==> src/rtl/mario_frame_renderer.sv <==
// Per-pixel scene lookup: tracks the background tile under each raster pixel and
// tests it against a frame-latched Mario box, with a fixed two-cycle pipeline.
module mario_frame_renderer #(
  parameter int BDR              = 0,
  parameter int CHARACTER_WIDTH  = 42,
  parameter int CHARACTER_HEIGHT = 42,
  parameter int SCREEN_WIDTH     = 640,
  parameter int SCREEN_HEIGHT    = 480,
  parameter int BLOCK_WIDTH      = 40
) (
  input  logic                      vga_clock,
  input  logic                      reset,
  input  logic                      frame_start,
  input  logic                      pixel_active,
  input  logic [9:0]                pixel_x,
  input  logic [9:0]                pixel_y,
  input  logic signed [31:0]        mario_x,
  input  logic signed [31:0]        mario_y,
  input  logic [11:0][16:0][7:0]    background,
  output logic                      out_valid,
  output logic [7:0]                tile_code,
  output logic [5:0]                tile_u,
  output logic [5:0]                tile_v,
  output logic                      sprite_hit,
  output logic [5:0]                sprite_u,
  output logic [5:0]                sprite_v
);

  localparam int PW = $clog2((SCREEN_WIDTH > SCREEN_HEIGHT) ? SCREEN_WIDTH : SCREEN_HEIGHT);
  localparam int MAP_ROWS = 12;
  localparam int MAP_COLS = 17;
  localparam logic [5:0] U_LAST = 6'(BLOCK_WIDTH - 1);

  logic signed [31:0] mx_s_q, my_s_q;
  logic [5:0]         u_q, v_q, u_cur, v_cur;
  logic [4:0]         col_q, row_q, col_cur, row_cur;

  logic               vld_p1_q;
  logic [4:0]         col_p1_q, row_p1_q;
  logic [5:0]         u_p1_q, v_p1_q;
  logic signed [31:0] dx_p1_q, dy_p1_q;
  logic signed [31:0] dx_d, dy_d;

  logic [7:0]         code_d;
  logic               hit_d;

  // u_q/col_q hold the position of the next pixel on the line; v_q/row_q hold the current line.
  always_comb begin
    u_cur   = u_q;
    col_cur = col_q;
    v_cur   = v_q;
    row_cur = row_q;
    if (pixel_x == '0) begin
      u_cur   = '0;
      col_cur = '0;
      if (pixel_y == '0) begin
        v_cur   = '0;
        row_cur = '0;
      end else if (v_q == U_LAST) begin
        v_cur   = '0;
        row_cur = row_q + 5'd1;
      end else begin
        v_cur   = v_q + 6'd1;
      end
    end
  end

  assign dx_d = $signed({{(32-PW){1'b0}}, pixel_x[PW-1:0]}) - mx_s_q;
  assign dy_d = $signed({{(32-PW){1'b0}}, pixel_y[PW-1:0]}) - my_s_q;

  always_ff @(posedge vga_clock or posedge reset) begin
    if (reset) begin
      mx_s_q <= '0;
      my_s_q <= '0;
      u_q    <= '0;
      v_q    <= '0;
      col_q  <= '0;
      row_q  <= '0;
    end else begin
      if (frame_start) begin
        mx_s_q <= mario_x;
        my_s_q <= mario_y;
      end
      if (pixel_active) begin
        if (u_cur == U_LAST) begin
          u_q   <= '0;
          col_q <= col_cur + 5'd1;
        end else begin
          u_q   <= u_cur + 6'd1;
          col_q <= col_cur;
        end
        v_q   <= v_cur;
        row_q <= row_cur;
      end
    end
  end

  // Stage 1: capture tile position and signed sprite-relative deltas
  always_ff @(posedge vga_clock or posedge reset) begin
    if (reset) begin
      vld_p1_q <= 1'b0;
      col_p1_q <= '0;
      row_p1_q <= '0;
      u_p1_q   <= '0;
      v_p1_q   <= '0;
      dx_p1_q  <= '0;
      dy_p1_q  <= '0;
    end else begin
      vld_p1_q <= pixel_active;
      col_p1_q <= col_cur;
      row_p1_q <= row_cur;
      u_p1_q   <= u_cur;
      v_p1_q   <= v_cur;
      dx_p1_q  <= dx_d;
      dy_p1_q  <= dy_d;
    end
  end

  always_comb begin
    code_d = 8'(BDR);
    if (row_p1_q < 5'(MAP_ROWS) && col_p1_q < 5'(MAP_COLS))
      code_d = background[row_p1_q[3:0]][col_p1_q];
    hit_d = (dx_p1_q >= 0) && (dx_p1_q < CHARACTER_WIDTH) &&
            (dy_p1_q >= 0) && (dy_p1_q < CHARACTER_HEIGHT);
  end

  // Stage 2: map lookup and sprite box test; everything is zero when not valid
  always_ff @(posedge vga_clock or posedge reset) begin
    if (reset) begin
      out_valid  <= 1'b0;
      tile_code  <= '0;
      tile_u     <= '0;
      tile_v     <= '0;
      sprite_hit <= 1'b0;
      sprite_u   <= '0;
      sprite_v   <= '0;
    end else begin
      out_valid  <= vld_p1_q;
      tile_code  <= vld_p1_q ? code_d : 8'd0;
      tile_u     <= vld_p1_q ? u_p1_q : 6'd0;
      tile_v     <= vld_p1_q ? v_p1_q : 6'd0;
      sprite_hit <= vld_p1_q && hit_d;
      sprite_u   <= (vld_p1_q && hit_d) ? dx_p1_q[5:0] : 6'd0;
      sprite_v   <= (vld_p1_q && hit_d) ? dy_p1_q[5:0] : 6'd0;
    end
  end

endmodule

==> config.mk <==
export PLATFORM = sky130hd
export DESIGN_NAME = mario_frame_renderer
export DESIGN_NICKNAME = d
export VERILOG_FILES = /design/src/rtl/mario_frame_renderer.sv
export SDC_FILE = /design/constraint.sdc
export NUM_CORES = 1
export LEC_CHECK = 0
export ABC_AREA = 1
export CAP_MARGIN = 20
export CORE_AREA = 2 2 680 682
export DETAILED_ROUTE_END_ITERATION = 16
export DIE_AREA = 0 0 682 684
export MAX_ROUTING_LAYER = met4
export SKIP_CTS_REPAIR_TIMING = 1
export SYNTH_ARGS = -nofsm -noshare
export SYNTH_HDL_FRONTEND = slang
export SYNTH_SLANG_ARGS = --single-unit
==> constraint.sdc <==
create_clock -name vga_clock -period 7 [get_ports vga_clock]
set_input_delay 1.4 -clock vga_clock [delete_from_list [all_inputs] [get_ports vga_clock]]
set_output_delay 1.4 -clock vga_clock [all_outputs]
set_load 0.02 [all_outputs]
Yosys cells after proc, flatten, opt, wreduce, memory -nomap -nowiden. Cells that the tools add are included.

Multiplexer cells: 20. Reduce and logical (&&, ||, !) cells: 7. Equal/unequal tests: 2. $lt $le $gt $ge: 8. Add/sub/neg operators: 6.

Operators with widths (number): binary-select mux 136 bit (select 4 bit) (1); two-way mux 136 bit (1); greater-or-equal comparator 32 x 1 -> 1 bit (second input constant) (2); less-than comparator 32 x 7 -> 1 bit (second input constant) (2); subtractor 11 x 32 -> 32 bit (2); two-way mux 6 bit (9); binary-select mux 8 bit (select 5 bit) (1); two-way mux 5 bit (5); two-way mux 8 bit (3); zero test 10 bit (2); adder 6 x 1 -> 6 bit (second input constant) (2); == test 6 bit (second input constant) (2); adder 5 x 1 -> 5 bit (second input constant) (2); less-than comparator 5 x 6 -> 1 bit (second input constant) (1); logical AND 1 bit (5); less-than comparator 4 x 5 -> 1 bit (second input constant) (1); less-than comparator 5 x 4 -> 1 bit (second input constant) (1); less-than comparator 5 bit (second input constant) (1).

Logic and storage cells: 63. Output and inout bits: 34. Register bits: 207.

Longest topological paths before layout.
Depth after elaboration: 6. Depth in mapped cells: 18. Depth with buffers taken out: 15.

Worst setup path before layout. OpenSTA, ideal clock, no wires.

Kind: input to register. From: input pixel_y[0]. To: register dy_p1_q[18]. Slack: 3.709 ns. Setup time: 0.124 ns. Buffers on the path: 0. Arrival: 3.167 ns. Stages on the path: 10. Cell sequence: inv_1 -> ha_1 -> fa_1 -> o21ai_1 -> a21oi_1 -> o21ai_2 -> a21oi_1 -> nor3_1 -> nand2_1 -> xor2_1.

Longest elaborated chain between the ends: 1.

RTL lines: start, declared (line 16) `input logic [9:0] pixel_y,`; subtractor 11 x 32 -> 32 bit (line 69) `assign dy_d = $signed({{(32-PW){1'b0}}, pixel_y[PW-1:0]}) - my_s_q;`; net dy_d[18] (line 42) `logic signed [31:0] dx_d, dy_d;`; end signal, assigned (line 115) `dy_p1_q <= dy_d;`; end, declared (line 41) `logic signed [31:0] dx_p1_q, dy_p1_q;`.

The timed path passes the listed nets, and every way through them passes these cells. A chain may end at the register's enable or synchronous reset.

Final worst setup path.
From: register row_p1_q[0]. To: register tile_code[7].

Longest elaborated chain between the ends: 6. Elaborated cells between the ends (all ways): 8. Classes of those cells: 1 x order compare; 6 x mux; 1 x reduce/logical.

RTL lines: start, declared (line 39) `logic [4:0] col_p1_q, row_p1_q;`; start signal, assigned (line 111) `row_p1_q <= row_cur;`; binary-select mux 136 bit (select 4 bit) (line 122) `code_d = background[row_p1_q[3:0]][col_p1_q];`; two-way mux 136 bit (not written as such) (line 122); binary-select mux 8 bit (select 5 bit) (line 122); two-way mux 8 bit (not written as such) (line 122); two-way mux 8 bit (*) (line 121) `if (row_p1_q < 5'(MAP_ROWS) && col_p1_q < 5'(MAP_COLS))`; two-way mux 8 bit (*) (line 139) `tile_code <= vld_p1_q ? code_d : 8'd0;`; end signal, assigned (line 139); end, declared (line 21) `output logic [7:0] tile_code,`.

Mark *: on every way between the ends. The rest lies on a longest branch, timed or not. The select of a mux whose other input is x is not followed.

==> impl_summary.log <==
INFO  metric status = completed
INFO  metric cp_slowest_cell = dfrtp_4
INFO  metric first_pass_grt_wire_length = 514.7 mm
INFO  metric worstHoldPathCells = 2
INFO  metric first_global_vias = roughly 39k
INFO  metric totalWireLength = 433.6 mm
INFO  metric setup.worst_path.class = reg2reg
INFO  metric worstPathRequired = around 7500 ps
INFO  metric floorplan.core_area = between 400,000 and 500,000 um2
INFO  metric crit_fanout = 74
INFO  metric grt_max_degree = 133
INFO  metric final.setup.tns = 0 ps
INFO  metric synthDistinctLibCells = 39
INFO  metric cts-htree-levels = 1
INFO  metric crit_chain = inv_16 -> buf_4 -> nand2_1 -> nand2_1 -> a21oi_1 -> o21ai_1 -> nand2_1 -> nand2_1 -> nand3_1 -> nand2_1 -> nand2_1 -> nand2_1 -> nand3_1 -> a21oi_1
INFO  metric synth_area_leader_cell = nand2_1
INFO  metric initial_utilization = 5.589%
INFO  metric yosys-top-cells-area = nand2_1 (31%), dfrtp_1 (20%), nand3_1 (19%)
INFO  metric slew_violations = 0
INFO  metric synth-seq-area-share = 20.20%
INFO  metric worst_margin_pin_slew = 1053 ps
INFO  metric timing.critical_path.from = row_p1_q[0]$_DFF_PP0_
INFO  metric drt-vias-per-instance = 3.228
INFO  metric cts-buffers-inserted = 25
INFO  metric dp_hpwl = about 390 mm
INFO  metric cell_family_with_the_largest_share_of_critical_path_delay = simple AND/OR/NAND/NOR gates
INFO  metric worst_slack = 2302 ps
INFO  metric p_leak = 0.02009 uW
INFO  metric final_min_period_over_clock_period = 67.12%
INFO  metric crit_end_category = register
INFO  metric worst-r2r-setup-slack = around 2300 ps
INFO  metric detailedRoute.firstPassIterationCount = 6
INFO  metric drive_above_1_share = 2.953%
INFO  metric setup_repair_after_global_routing_missed_its_margin = no
INFO  metric tritoncts_clock_tree = yes
INFO  metric finalClockSkew = between 30 and 40 ps
INFO  metric critPathArrivalTime = 5200 ps
INFO  metric synth.ff_latch_count = 207
INFO  metric place_area = between 50,000 and 60,000 um2
INFO  metric drt-wirelength-per-cell = around 34 um
INFO  metric track_usage = 18.30%
INFO  metric area_share_of_the_leading_cell_type_in_the_synthesized_netlist = 31.33%
INFO  metric final.hold.worst_slack = 444.1 ps
INFO  metric fp.dieH = 684 um
INFO  metric io_pins = 1,754
INFO  metric layout.cells.most_common_list = nand2_1 (2,141), clkdlybuf4s50_1 (1,752), nand3_1 (972)
INFO  metric worstSkewPairLatency = 650 ps
INFO  metric numClockSinks = roughly 210
INFO  metric crit_path_max_incr_delay = between 800 and 900 ps
INFO  metric gp_congestion = roughly 0.99
INFO  metric maxClockFrequency = 212.9 MHz
INFO  metric globalRouteOverflowTotal = 0
INFO  metric synth_warnings = 0
INFO  metric finish.instance_area = 51,420 um2
INFO  metric core.rowCount = 249
INFO  metric relSlewSlack = 29.58%
INFO  metric post_synth_inst_count = 4,762
INFO  metric antenna_violations_before_repair = between 300 and 400
INFO  metric pre_cts_ws = 1783 ps
INFO  metric holdPathEnd = tile_v[2]$_DFF_PP0_
INFO  metric timing.max_cap.violations = 0
INFO  metric design.die.area = roughly 470,000 um2
INFO  metric port_buffers = 1,753
INFO  metric design_power_total = 10,580 uW
INFO  metric die_w = between 600 and 700 um
INFO  metric holdCritPathClass = reg2reg
INFO  metric final_antenna_net_count = 0
INFO  metric mean_instance_size_in_the_synthesized_netlist = 5.386 um2
INFO  metric clock_path_buffers = 3
INFO  metric final_net_count = 8,027
INFO  metric remaining_drc_errors = 0
INFO  metric timing.critical_path.mode_cell = nand2_1
INFO  metric worst-path-buf-inv = 2
INFO  metric power-per-cell-area = ~210 nW/um2
INFO  metric clkTransAtPathRegs = 90 ps
INFO  metric edff_count_synth = 0
INFO  metric worst_case_vdd_ir_drop = 0.1809 mV
INFO  metric timing.reg2reg.worst_path_depth = 14
INFO  metric worst_r2r_startpoint = row_p1_q[0]$_DFF_PP0_
INFO  metric final_hold_violating_endpoints = 0
INFO  metric final_common_cell = nand2_1
INFO  metric final_period_minus_worst_setup_slack = 4698 ps
INFO  metric crit_path_start_kind = register
INFO  metric min_from = v_p1_q[2]$_DFF_PP0_
INFO  metric report.final.setup_viol = 0
INFO  metric syn_area = roughly 26,000 um2
INFO  metric asyncSetResetFlopFracSynth = 100.0%
INFO  metric synth_top_flop_cell = dfrtp_1
INFO  metric via_count = 40.85k
INFO  metric root_buffer = clkbuf_16
INFO  metric crit-reg2reg-capture = tile_code[7]$_DFF_PP0_
INFO  metric initialDrtViolationCount = between 3k and 4k
INFO  metric syn_nets = 6,508
INFO  metric area_delta_synth_final = 100.5%
## area by class of cell
| cell class | count | area (um2) |
|---|---|---|
| diodes | 205 | 513.0 |
| clock inverters | 11 | 177.7 |
| repair buffers | 1848 | 18510 |
| well taps | 6149 | 7694 |
| flip-flops and latches | 207 | 5201 |
| inverters | 242 | 953.4 |
| fillers | 53870 | 407500 |
| clock buffers | 34 | 709.4 |
| multi-input cells | 3957 | 17670 |
## power breakdown
group / total (uW) / internal (uW) / switching, uW / leakage (uW)
registers: 1580 / 1380 / 200 / 0.00250
logic: 7530 / 2120 / 5410 / 0.0171
clock network: 1470 / 835 / 632 / 0.000439
## worst max-delay path by stage
stage               slack (ps)                      to  depth (start not counted)
floorplan                 2910   col_p1_q[0]$_DFF_PP0_                          1
global placement          1810  tile_code[7]$_DFF_PP0_                         14
finish                    2300  tile_code[7]$_DFF_PP0_                         14
detailed placement        1780  tile_code[7]$_DFF_PP0_                         14
CTS                       1790  tile_code[7]$_DFF_PP0_                         14
global route              1990  tile_code[7]$_DFF_PP0_                         14
## state kept, by name (all words and copies together) (netlist names), 5 cells and up
name and cells:
my_s_q 32, u_p1_q 6, col_p1_q 5, tile_u 6, dx_p1_q 32, dy_p1_q 32, mx_s_q 32, col_q 5
tile_code 8, sprite_u 6, v_p1_q 6, v_q 6, tile_v 6, sprite_v 6, row_p1_q 5, u_q 6
row_q 5
## worst min-delay path, cell delays in order, from the launching register on
cell and delay, ps:
dfrtp_1 320, nand2_1 50, inv_1 40
## cell families (layout without fill, tap and decap cells)
kind of cell	count (synthesis)	in the layout	share of synthesized area, %
buffers and inverters	598	2135	11.02
and+or+nand+nor	3439	3439	56.00
adders and majority gates	26	26	1.327
AOI/OAI and AO/OA	414	414	8.668
muxes	13	13	0.5707
other	0	205	0
xor gates and xnor gates	65	65	2.220
DFF	207	207	20.20
## metal layers
metal  vias to the layer above  part of all wire [%]  track usage (%)
li1                      18720                     -                -
met1                     19280                    38            20.16
met2                      2277                    51            32.70
met3                       571                   7.7            4.699
met4                         0                   3.1            4.348
met5                         -                     0                -
## through the flow
step | std cells | utilization (%)
after floorplan | 4762 | -
after global placement | 12400 | 10.89
after detailed placement | 12400 | 10.90
after CTS | 12450 | 11.09
after global routing | 12630 | 11.19
final | 12650 | 11.20
## cells in the mapped netlist, types with 31 or more instances
master,instances
o21ai_0,203
inv_1,239
buf_4,68
nand3_1,972
nor2_1,221
a21oi_1,122
nand2_1,2141
buf_2,174
clkbuf_1,70
xor2_1,56
o211ai_1,31
dfrtp_1,207
nand4_1,48
No activity file was read; power rests on OpenSTA's default activity.
